===== config.mk =====
export PLATFORM = sky130hd
export DESIGN_NAME = fetch_lsu
export DESIGN_NICKNAME = d
export VERILOG_FILES = /design/src/rtl/fetch_lsu.sv
export SDC_FILE = /design/constraint.sdc
export NUM_CORES = 1
export LEC_CHECK = 0
export BUFFER_PORTS_ARGS = -buffer_cell sky130_fd_sc_hd__clkbuf_2
export CORE_ASPECT_RATIO = 1.1
export CORE_MARGIN = 2
export CORE_UTILIZATION = 35
export CTS_CLUSTER_DIAMETER = 30
export DETAILED_ROUTE_END_ITERATION = 6
export HOLD_SLACK_MARGIN = 0.08
export PLACE_DENSITY = 0.74
export SYNTH_ARGS = -nofsm -noshare
export SYNTH_HDL_FRONTEND = slang
export SYNTH_SLANG_ARGS = --single-unit

===== constraint.sdc =====
create_clock -name clk -period 3.42 [get_ports clk]
set_input_delay 0.342 -clock clk [delete_from_list [all_inputs] [get_ports clk]]
set_output_delay 0.342 -clock clk [all_outputs]
set_load 0.03 [all_outputs]

===== src/rtl/fetch_lsu.sv =====
`default_nettype none
// fetch_lsu: two-byte instruction fetcher and load/store arbiter in front of a 256x8 synchronous memory.
// Rev 1.0
module fetch_lsu #(
   parameter logic [7:0] RESET_PC = 8'h00
) (
   input  logic       clk,
   input  logic       reset,
   output logic       instr_valid,
   input  logic       instr_ready,
   output logic [7:0] instr_op,
   output logic [7:0] instr_arg,
   output logic [7:0] instr_pc,
   input  logic       redirect_en,
   input  logic [7:0] redirect_pc,
   input  logic       ls_req,
   input  logic       ls_we,
   input  logic [7:0] ls_addr,
   input  logic [7:0] ls_wdata,
   output logic [7:0] ls_rdata,
   output logic       ls_done,
   output logic [7:0] addr,
   output logic       memory_r_en,
   output logic       memory_w_en,
   output logic [7:0] mem_in,
   input  logic [7:0] mem_out
);

   typedef enum logic [2:0] {
      S_F_OP     = 3'd0,
      S_F_ARG    = 3'd1,
      S_F_CAP    = 3'd2,
      S_HOLD     = 3'd3,
      S_LS_RD    = 3'd4,
      S_LS_RWAIT = 3'd5,
      S_LS_WR    = 3'd6
   } state_t;

   state_t     r_state;
   logic [7:0] r_pc;
   logic [7:0] r_op;
   logic [7:0] r_arg;
   logic [7:0] r_ipc;
   logic       r_ret_hold;
   logic       r_valid;

   state_t     w_ls_state;
   logic [7:0] w_addr;
   logic       w_r_en;
   logic       w_w_en;
   logic [7:0] w_mem_in;
   logic       w_ls_done;
   logic [7:0] w_ls_rdata;

   assign w_ls_state = ls_we ? S_LS_WR : S_LS_RD;

   always_ff @(posedge clk) begin
      if (reset) begin
         r_state    <= S_F_OP;
         r_pc       <= RESET_PC;
         r_op       <= 8'h00;
         r_arg      <= 8'h00;
         r_ipc      <= 8'h00;
         r_ret_hold <= 1'b0;
         r_valid    <= 1'b0;
      end else begin
         r_valid <= 1'b0;
         case (r_state)
            S_F_OP: begin
               // A redirect here restarts the fetch so the opcode read at the stale pc is discarded.
               if (ls_req) begin
                  r_state    <= w_ls_state;
                  r_ret_hold <= 1'b0;
               end else if (redirect_en) begin
                  r_state <= S_F_OP;
               end else begin
                  r_state <= S_F_ARG;
               end
            end
            S_F_ARG: begin
               r_op    <= mem_out;
               r_state <= redirect_en ? S_F_OP : S_F_CAP;
            end
            S_F_CAP: begin
               r_arg <= mem_out;
               r_ipc <= r_pc;
               if (redirect_en) begin
                  r_state <= S_F_OP;
               end else begin
                  r_state <= S_HOLD;
                  r_valid <= 1'b1;
               end
            end
            S_HOLD: begin
               if (redirect_en || instr_ready) begin
                  if (instr_ready) begin
                     r_pc <= r_pc + 8'd2;
                  end
                  r_ret_hold <= 1'b0;
                  r_state    <= ls_req ? w_ls_state : S_F_OP;
               end else if (ls_req) begin
                  r_ret_hold <= 1'b1;
                  r_state    <= w_ls_state;
               end else begin
                  r_valid <= 1'b1;
               end
            end
            S_LS_RD: begin
               r_state <= S_LS_RWAIT;
               if (redirect_en) begin
                  r_ret_hold <= 1'b0;
               end
            end
            S_LS_RWAIT, S_LS_WR: begin
               r_ret_hold <= 1'b0;
               if (r_ret_hold && !redirect_en) begin
                  r_state <= S_HOLD;
                  r_valid <= 1'b1;
               end else begin
                  r_state <= S_F_OP;
               end
            end
            default: begin
               r_state <= S_F_OP;
            end
         endcase
         // Redirect wins over the +2 of a same-cycle handshake.
         if (redirect_en) begin
            r_pc <= redirect_pc;
         end
      end
   end

   always_comb begin
      w_addr     = r_pc;
      w_r_en     = 1'b0;
      w_w_en     = 1'b0;
      w_mem_in   = 8'h00;
      w_ls_done  = 1'b0;
      w_ls_rdata = 8'h00;
      case (r_state)
         S_F_OP: begin
            w_r_en = 1'b1;
         end
         S_F_ARG: begin
            w_addr = r_pc + 8'd1;
            w_r_en = 1'b1;
         end
         S_LS_RD: begin
            w_addr = ls_addr;
            w_r_en = 1'b1;
         end
         S_LS_RWAIT: begin
            w_ls_done  = 1'b1;
            w_ls_rdata = mem_out;
         end
         S_LS_WR: begin
            w_addr    = ls_addr;
            w_w_en    = 1'b1;
            w_mem_in  = ls_wdata;
            w_ls_done = 1'b1;
         end
         default: begin
         end
      endcase
      // A store caught by reset is never issued and never reported.
      if (reset) begin
         w_r_en     = 1'b0;
         w_w_en     = 1'b0;
         w_ls_done  = 1'b0;
         w_ls_rdata = 8'h00;
      end
   end

   assign addr        = w_addr;
   assign memory_r_en = w_r_en;
   assign memory_w_en = w_w_en;
   assign mem_in      = w_mem_in;
   assign ls_done     = w_ls_done;
   assign ls_rdata    = w_ls_rdata;
   assign instr_valid = r_valid;
   assign instr_op    = r_op;
   assign instr_arg   = r_arg;
   assign instr_pc    = r_ipc;

endmodule
`default_nettype wire


==> results.txt, run 1 <==
Status -> complete, no violations
Clock network power share -> 36.8%
Fin cells -> 423
GRT overflow -> 0
CP Cell Sequence -> buf_4 -> or3b_1 -> or4_1 -> nand3_1 -> clkbuf_2
WS Path Type -> flip-flop to primary output
Synth cell count leaders -> nand2_1 (61), dfxtp_1 (37), a21oi_1 (27), clkbuf_1 (17), nor2_1 (11)
Sequential area share after synthesis -> 35.9%
IR Drop Worst-Case VDD -> 181 uV
Avg Inst Size Synth -> 7.66 um2
Clk_lat worst skew -> 0.28 ns
Final setup viols -> 0
Crit Path Max Fanout -> 24
Reg power frac -> 39.4%
Pwr Total -> 1.21 mW
Slew Viols, Final -> 0
Slew margin rel. -> 36.7%
Share of layout cells above drive strength 1 -> 31.8%
Initial antenna violation count -> 0
Syn. warnings -> 0
Post-synth cell types -> 45
DPL Wire Length -> 4.10 mm
Fin nets -> 385
Cts hold-fix bufs -> 0
Wirelength per Cell -> 13.2 um
Largest cells by area after synthesis -> dfxtp_1 (36%), nand2_1 (11%), a21oi_1 (6.6%)
WP data required -> 3.08 ns
R2R Setup Slk -> 1.56 ns
Predominant post-synthesis flop cell -> dfxtp_1
Cts bufs inserted -> 5
IO buf count -> 89
Post-synthesis cell area -> 2060 um2
Ys async rst share -> 0%
Total GRT Usage -> 16.9%
Root Driver -> clkbuf_8
Core Region -> 5730 um2
Psw -> 363 uW
Ant diodes -> 0
Crit start category -> flip-flop
Post-route clock period utilization -> 79.8%
Cell family with most CP delay -> simple AND/OR/NAND/NOR gates
Worst Max-Slew Pin Slew -> 0.945 ns
Yosys top cell area share -> 35.9%
CTS resizes -> 0
Vias per cell -> 5.21
I/O pin total -> 90
Hold depth -> 3
# fillers -> 609
P_int -> 843 uW
Vias in the first global route -> 1890
Hold WC Path Type -> input pin to flip-flop
Worst path depth -> 5
Starting Density -> 35.9%
Sw Ratio -> 30.1%
1st-iter DRT viols -> 114
Routability Congestion -> 0.776
DR DRC count -> 0
RSZ-0062 raised after global routing -> no
Max cap viols -> 0
H-tree levels -> 2
Dpl cells -> 415
R2r worst-path depth -> 4
Routed via count -> 2203
Global-route wire length before repair -> 8.97 mm
Fin crit period -> 2.73 ns
Critical path buffers and inverters -> 2
Post-route ant nets -> 0
Largest net degree at the start of global routing -> 30
Leakage -> 1.19 nW
Area growth, synth to finish -> 29.1%
Clock transition at path regs -> 0.08 ns
Cell row count -> 29
Slowest stage cell, crit path -> or3b_1
Setup tns final -> 0 ns
Die height -> 84.5 um
Pwr dens -> 453 nW/um2
CP arrival -> 2.39 ns
Post-Synthesis Net Count -> 309
Die area -> 6520 um2
Sink Count -> 37
CTS tree -> built
Syn Inst Count -> 269
CP max stage delay -> 0.67 ns
Clock Skew -> 0.00493 ns
Post-Route WL -> 5.60 mm
Initial DRT Pass Iterations -> 4
Post-CTS Setup Inserts -> 0
F_max -> 366 MHz
Die X -> 77.2 um
Worst Setup End Kind -> primary output
Most common cell in the netlist -> nand2_1
Comb pwr share -> 23.8%
#FFs+latches synth -> 37
Hold Fails Final Rpt -> 0
Post-synth EDFFs -> 0
Area leader, netlist -> dfxtp_1
Bufs on Longest Clock Path -> 2
-- cells by family (layout without fill, tap and decap cells) --
family / after synthesis / after routing / synth area share [%]
multiplexers: 5 / 5 / 2.61
AND/OR/NAND/NOR: 129 / 129 / 32.5
flip-flops: 37 / 37 / 35.9
buffers and inverters: 31 / 108 / 6.74
AO/OA/AOI/OAI: 62 / 62 / 19.7
XOR/XNOR: 3 / 3 / 1.28
adder cells (fa/ha/maj): 2 / 2 / 1.21
-- area by class of cell --
class / count / area (um2) / area share (%)
flip-flops and latches: 37 / 741 / 27.8
inverters: 5 / 18.8 / 0.705
multi-input cells: 201 / 1180 / 44.4
clock buffers: 5 / 68.8 / 2.59
clock inverters: 3 / 65.1 / 2.44
well taps: 77 / 96.3 / 3.62
repair buffers: 95 / 490 / 18.4
-- power groups by stage --
stage	Clock [mW]	Combinational (mW)	Sequential [mW]
2_1_floorplan	0	0.185	0.503
3_3_place_gp	0	0.282	0.484
3_5_place_dp	0	0.287	0.485
4_1_cts	0.452	0.287	0.475
5_1_grt	0.475	0.313	0.478
6_report	0.443	0.286	0.475
-- layout by cell type, fill, tap and decap left out, types with 2 or more instances in the layout --
master | Yosys | routed
clkbuf_2 | 0 | 89
nand2_1 | 61 | 61
dfxtp_1 | 37 | 37
a21oi_1 | 27 | 27
nor2_1 | 11 | 11
nand3_1 | 8 | 8
and3_1 | 8 | 8
and2_1 | 8 | 8
a311oi_1 | 6 | 6
o21ai_0 | 6 | 6
buf_4 | 0 | 6
a221o_1 | 5 | 5
inv_1 | 5 | 5
clkbuf_8 | 0 | 5
or4_1 | 4 | 4
and3b_1 | 4 | 4
a211oi_1 | 4 | 4
or3_1 | 4 | 4
mux2_2 | 3 | 3
nor3_1 | 3 | 3
a31oi_1 | 3 | 3
nor2b_1 | 2 | 2
nor3b_2 | 2 | 2
nor4b_1 | 2 | 2
mux2i_1 | 2 | 2
nor3b_1 | 2 | 2
o211ai_1 | 2 | 2
xnor2_1 | 2 | 2
o31ai_1 | 2 | 2
and4b_1 | 2 | 2
a221oi_1 | 2 | 2
nor4_1 | 2 | 2
o31a_1 | 2 | 2
ha_1 | 2 | 2
bufinv_16 | 0 | 2
-- worst paths after layout --
kind / startpoint / end
worst max-delay path: r_state[0] / addr[7]
worst min-delay path: mem_out[0] / instr_arg[0]
worst max register to register: r_state[1] / r_pc[6]
worst min register to register: instr_op[7] / instr_op[7]
-- flip-flops by register name, indices dropped and copies added, names as in the netlist --
| name | cells |
|---|---|
| r_pc | 8 |
| instr_pc | 8 |
| instr_arg | 8 |
| r_state | 3 |
| instr_op | 8 |
| instr_valid | 1 |
| r_ret_hold | 1 |
-- tightest hold or removal path, stage by stage --
cell,delay [ns]
clkbuf_2,0.09
nand2_1,0.05
a21oi_1,0.05
-- routing by layer --
metal | global-route usage (%) | vias to the layer above | part of all wire (%)
met5 | 0 | - | 0
met4 | 5.52 | 0 | 1.6
met3 | 3.55 | 9 | 6.3
met2 | 27.2 | 76 | 48
met1 | 22.6 | 1012 | 44
li1 | - | 1106 | -
-- per-stage QoR --
stage	area, um2	hold slack [ns]	worst slack, ns	utilization (%)
floorplan	2060	0.473	1.42	-
global placement	2530	0.443	1.05	44.1
detailed placement	2530	0.448	1.01	44.1
CTS	2660	0.288	0.705	46.4
global route	2660	0.296	0.586	46.4
finish	2660	0.295	0.691	46.4
(Power assumes the default switching activity.)
==> run 2: changes to the inputs <==
- ABC_AREA: not set -> 1
- PLACE_DENSITY: 0.74 -> 0.76
- clock period: 3.42 -> 2.47 ns (I/O delays scaled with it)
==> results.txt, run 2 <==
Crit Path Max Fanout -> 12
Die X -> 77.8 um
Hold Fails Final Rpt -> 0
RSZ-0062 raised after global routing -> no
IO buf count -> 89
Commonest cells after routing, fill and taps aside -> clkbuf_2 (89), nor2_1 (70), nand2_1 (61), dfxtp_1 (37), inv_1 (31)
Cts hold-fix bufs -> 0
Top sig layer -> met4
Reg power frac -> 41.5%
H-tree levels -> 2
WP data required -> 2.22 ns
Syn. warnings -> 0
Clk_lat worst skew -> 0.29 ns
Detailed route wirelength on metal2 -> 2.85 mm
GRT overflow -> 0
CTS tree -> built
WL met3 -> 387 um
Comb pwr share -> 36.0%
P_int -> 1.06 mW
Worst Setup End Kind -> primary output
Sequential area share after synthesis -> 35.3%
Post-synth EDFFs -> 0
Avg Inst Size Synth -> 6.54 um2
Fin crit period -> 2.30 ns
Layout Utilization -> 46.0%
Cts bufs inserted -> 5
Hold WC Path Type -> input pin to flip-flop
Placed Area -> 2570 um2
DPL Wire Length -> 4.44 mm
Ant diodes -> 0
Slew Viols, Final -> 0
Leakage -> 1.37 nW
Post-route cell area -> 2650 um2
Setup tns final -> 0 ns
Pwr dens -> 667 nW/um2
Wirelength per Cell -> 11.7 um
Fin nets -> 445
Largest net degree at the start of global routing -> 33
Most common cell after layout, fill and taps aside -> clkbuf_2
Vias in the first global route -> 2032
Worst Max-Slew Pin Slew -> 0.639 ns
Initial antenna violation count -> 0
Post-route clock period utilization -> 93.3%
Die area -> 6630 um2
Sw Ratio -> 40.3%
Area growth, synth to finish -> 26.4%
Cell row count -> 29
Die height -> 85.2 um
Post-route ant nets -> 0
Yosys top cell area share -> 35.3%
WS Path Type -> flip-flop to primary output
Post-Route WL -> 5.65 mm
Post-Synthesis Net Count -> 361
Slew margin rel. -> 57.2%
Post-CTS Setup Inserts -> 0
F_max -> 434 MHz
Sink Count -> 37
Post-synthesis cell area -> 2100 um2
Predominant post-synthesis flop cell -> dfxtp_1
Initial DRT Pass Iterations -> 4
#FFs+latches synth -> 37
Psw -> 713 uW
1st-iter DRT viols -> 147
Synth cell count leaders -> nor2_1 (70), nand2_1 (61), dfxtp_1 (37), inv_1 (31), o21ai_0 (21)
Status -> complete, no violations
Clock network power share -> 22.5%
CTS resizes -> 0
Max cap viols -> 0
Routability Congestion -> 0.889
IR Drop Worst-Case VDD -> 269 uV
# fillers -> 619
Core Region -> 5770 um2
Routed via count -> 2274
I/O pin total -> 90
CP arrival -> 2.06 ns
Clock transition at path regs -> 0.07 ns
Bufs on Longest Clock Path -> 2
Share of layout cells above drive strength 1 -> 29.9%
Global-route wire length before repair -> 9.21 mm
Most common cell in the netlist -> nor2_1
Clock Skew -> 0.00731 ns
Vias per cell -> 4.72
Post-synth cell types -> 33
Starting Density -> 36.4%
DR DRC count -> 0
Worst hold slack -> 0.225 ns
Root Driver -> clkbuf_8
Met1 WL -> 2.30 mm
Largest cells by area after synthesis -> dfxtp_1 (35%), nor2_1 (13%), nand2_1 (11%)
Syn Inst Count -> 321
Total GRT Usage -> 17.5%
Final setup viols -> 0
Crit start category -> flip-flop
Ys async rst share -> 0%
Area leader, netlist -> dfxtp_1
run 2: stage by stage:
stage          worst slack (ns)  power [mW]  instances
4_1_cts                   0.152        1.78        482
5_1_grt                  0.0392        1.88        482
3_3_place_gp              0.551        1.37        475
6_report                  0.166        1.77        482
2_1_floorplan             0.583        1.22        321
3_5_place_dp              0.475        1.38        475
run 2: worst max-delay path, stage by stage, from the launching register on:
cell and delay, ns:
dfxtp_1 0.58, nor2_2 0.12, nand2_1 0.34, nand2_2 0.19, inv_2 0.09, nand2_1 0.06, o311ai_1 0.11, clkbuf_2 0.27
run 2: layout make-up:
class / instances / area [um2] / share of cell area [%]
Clock buffer: 6 / 72.6 / 2.74
Clock inverter: 1 / 8.76 / 0.330
Inverter: 40 / 153 / 5.75
Multi-Input combinational cell: 230 / 1110 / 41.8
Sequential cell: 37 / 741 / 27.9
Tap cell: 77 / 96.3 / 3.63
Timing Repair Buffer: 91 / 473 / 17.8
run 2: per-layer routing:
metal  vias to the layer above  GRT usage (%)
met5                         -              0
met4                         0           7.31
li1                       1193              -
met2                        85           30.5
met1                       985           20.1
met3                        11           4.57
run 2: path summary, 6_finish.rpt:
check / startpoint / end / slack, ns / cells after the start
worst min-delay path: mem_out[5] / instr_arg[5] / 0.22 / 3
worst max-delay path: r_state[2] / addr[2] / 0.17 / 7
worst min register to register: r_ret_hold / r_ret_hold / 0.49 / 2
worst max register to register: r_state[2] / r_state[1] / 0.76 / 9
run 2: power by group through the flow:
| stage | registers (mW) | logic [mW] | clock network [mW] |
|---|---|---|---|
| 2_1_floorplan | 0.829 | 0.388 | 0 |
| 3_3_place_gp | 0.744 | 0.628 | 0 |
| 3_5_place_dp | 0.748 | 0.636 | 0 |
| 4_1_cts | 0.735 | 0.639 | 0.408 |
| 5_1_grt | 0.746 | 0.700 | 0.435 |
| 6_report | 0.735 | 0.638 | 0.398 |
run 2: logic make-up (layout without fill, tap and decap cells):
logic type	count (synthesis)	count (layout)	share of synthesized area [%]
AOI/OAI and AO/OA	62	62	16.8
xor gates and xnor gates	3	3	1.25
adders and majority gates	2	2	1.19
buffers and inverters	54	138	11.9
DFF	37	37	35.3
and+or+nand+nor	163	163	33.6
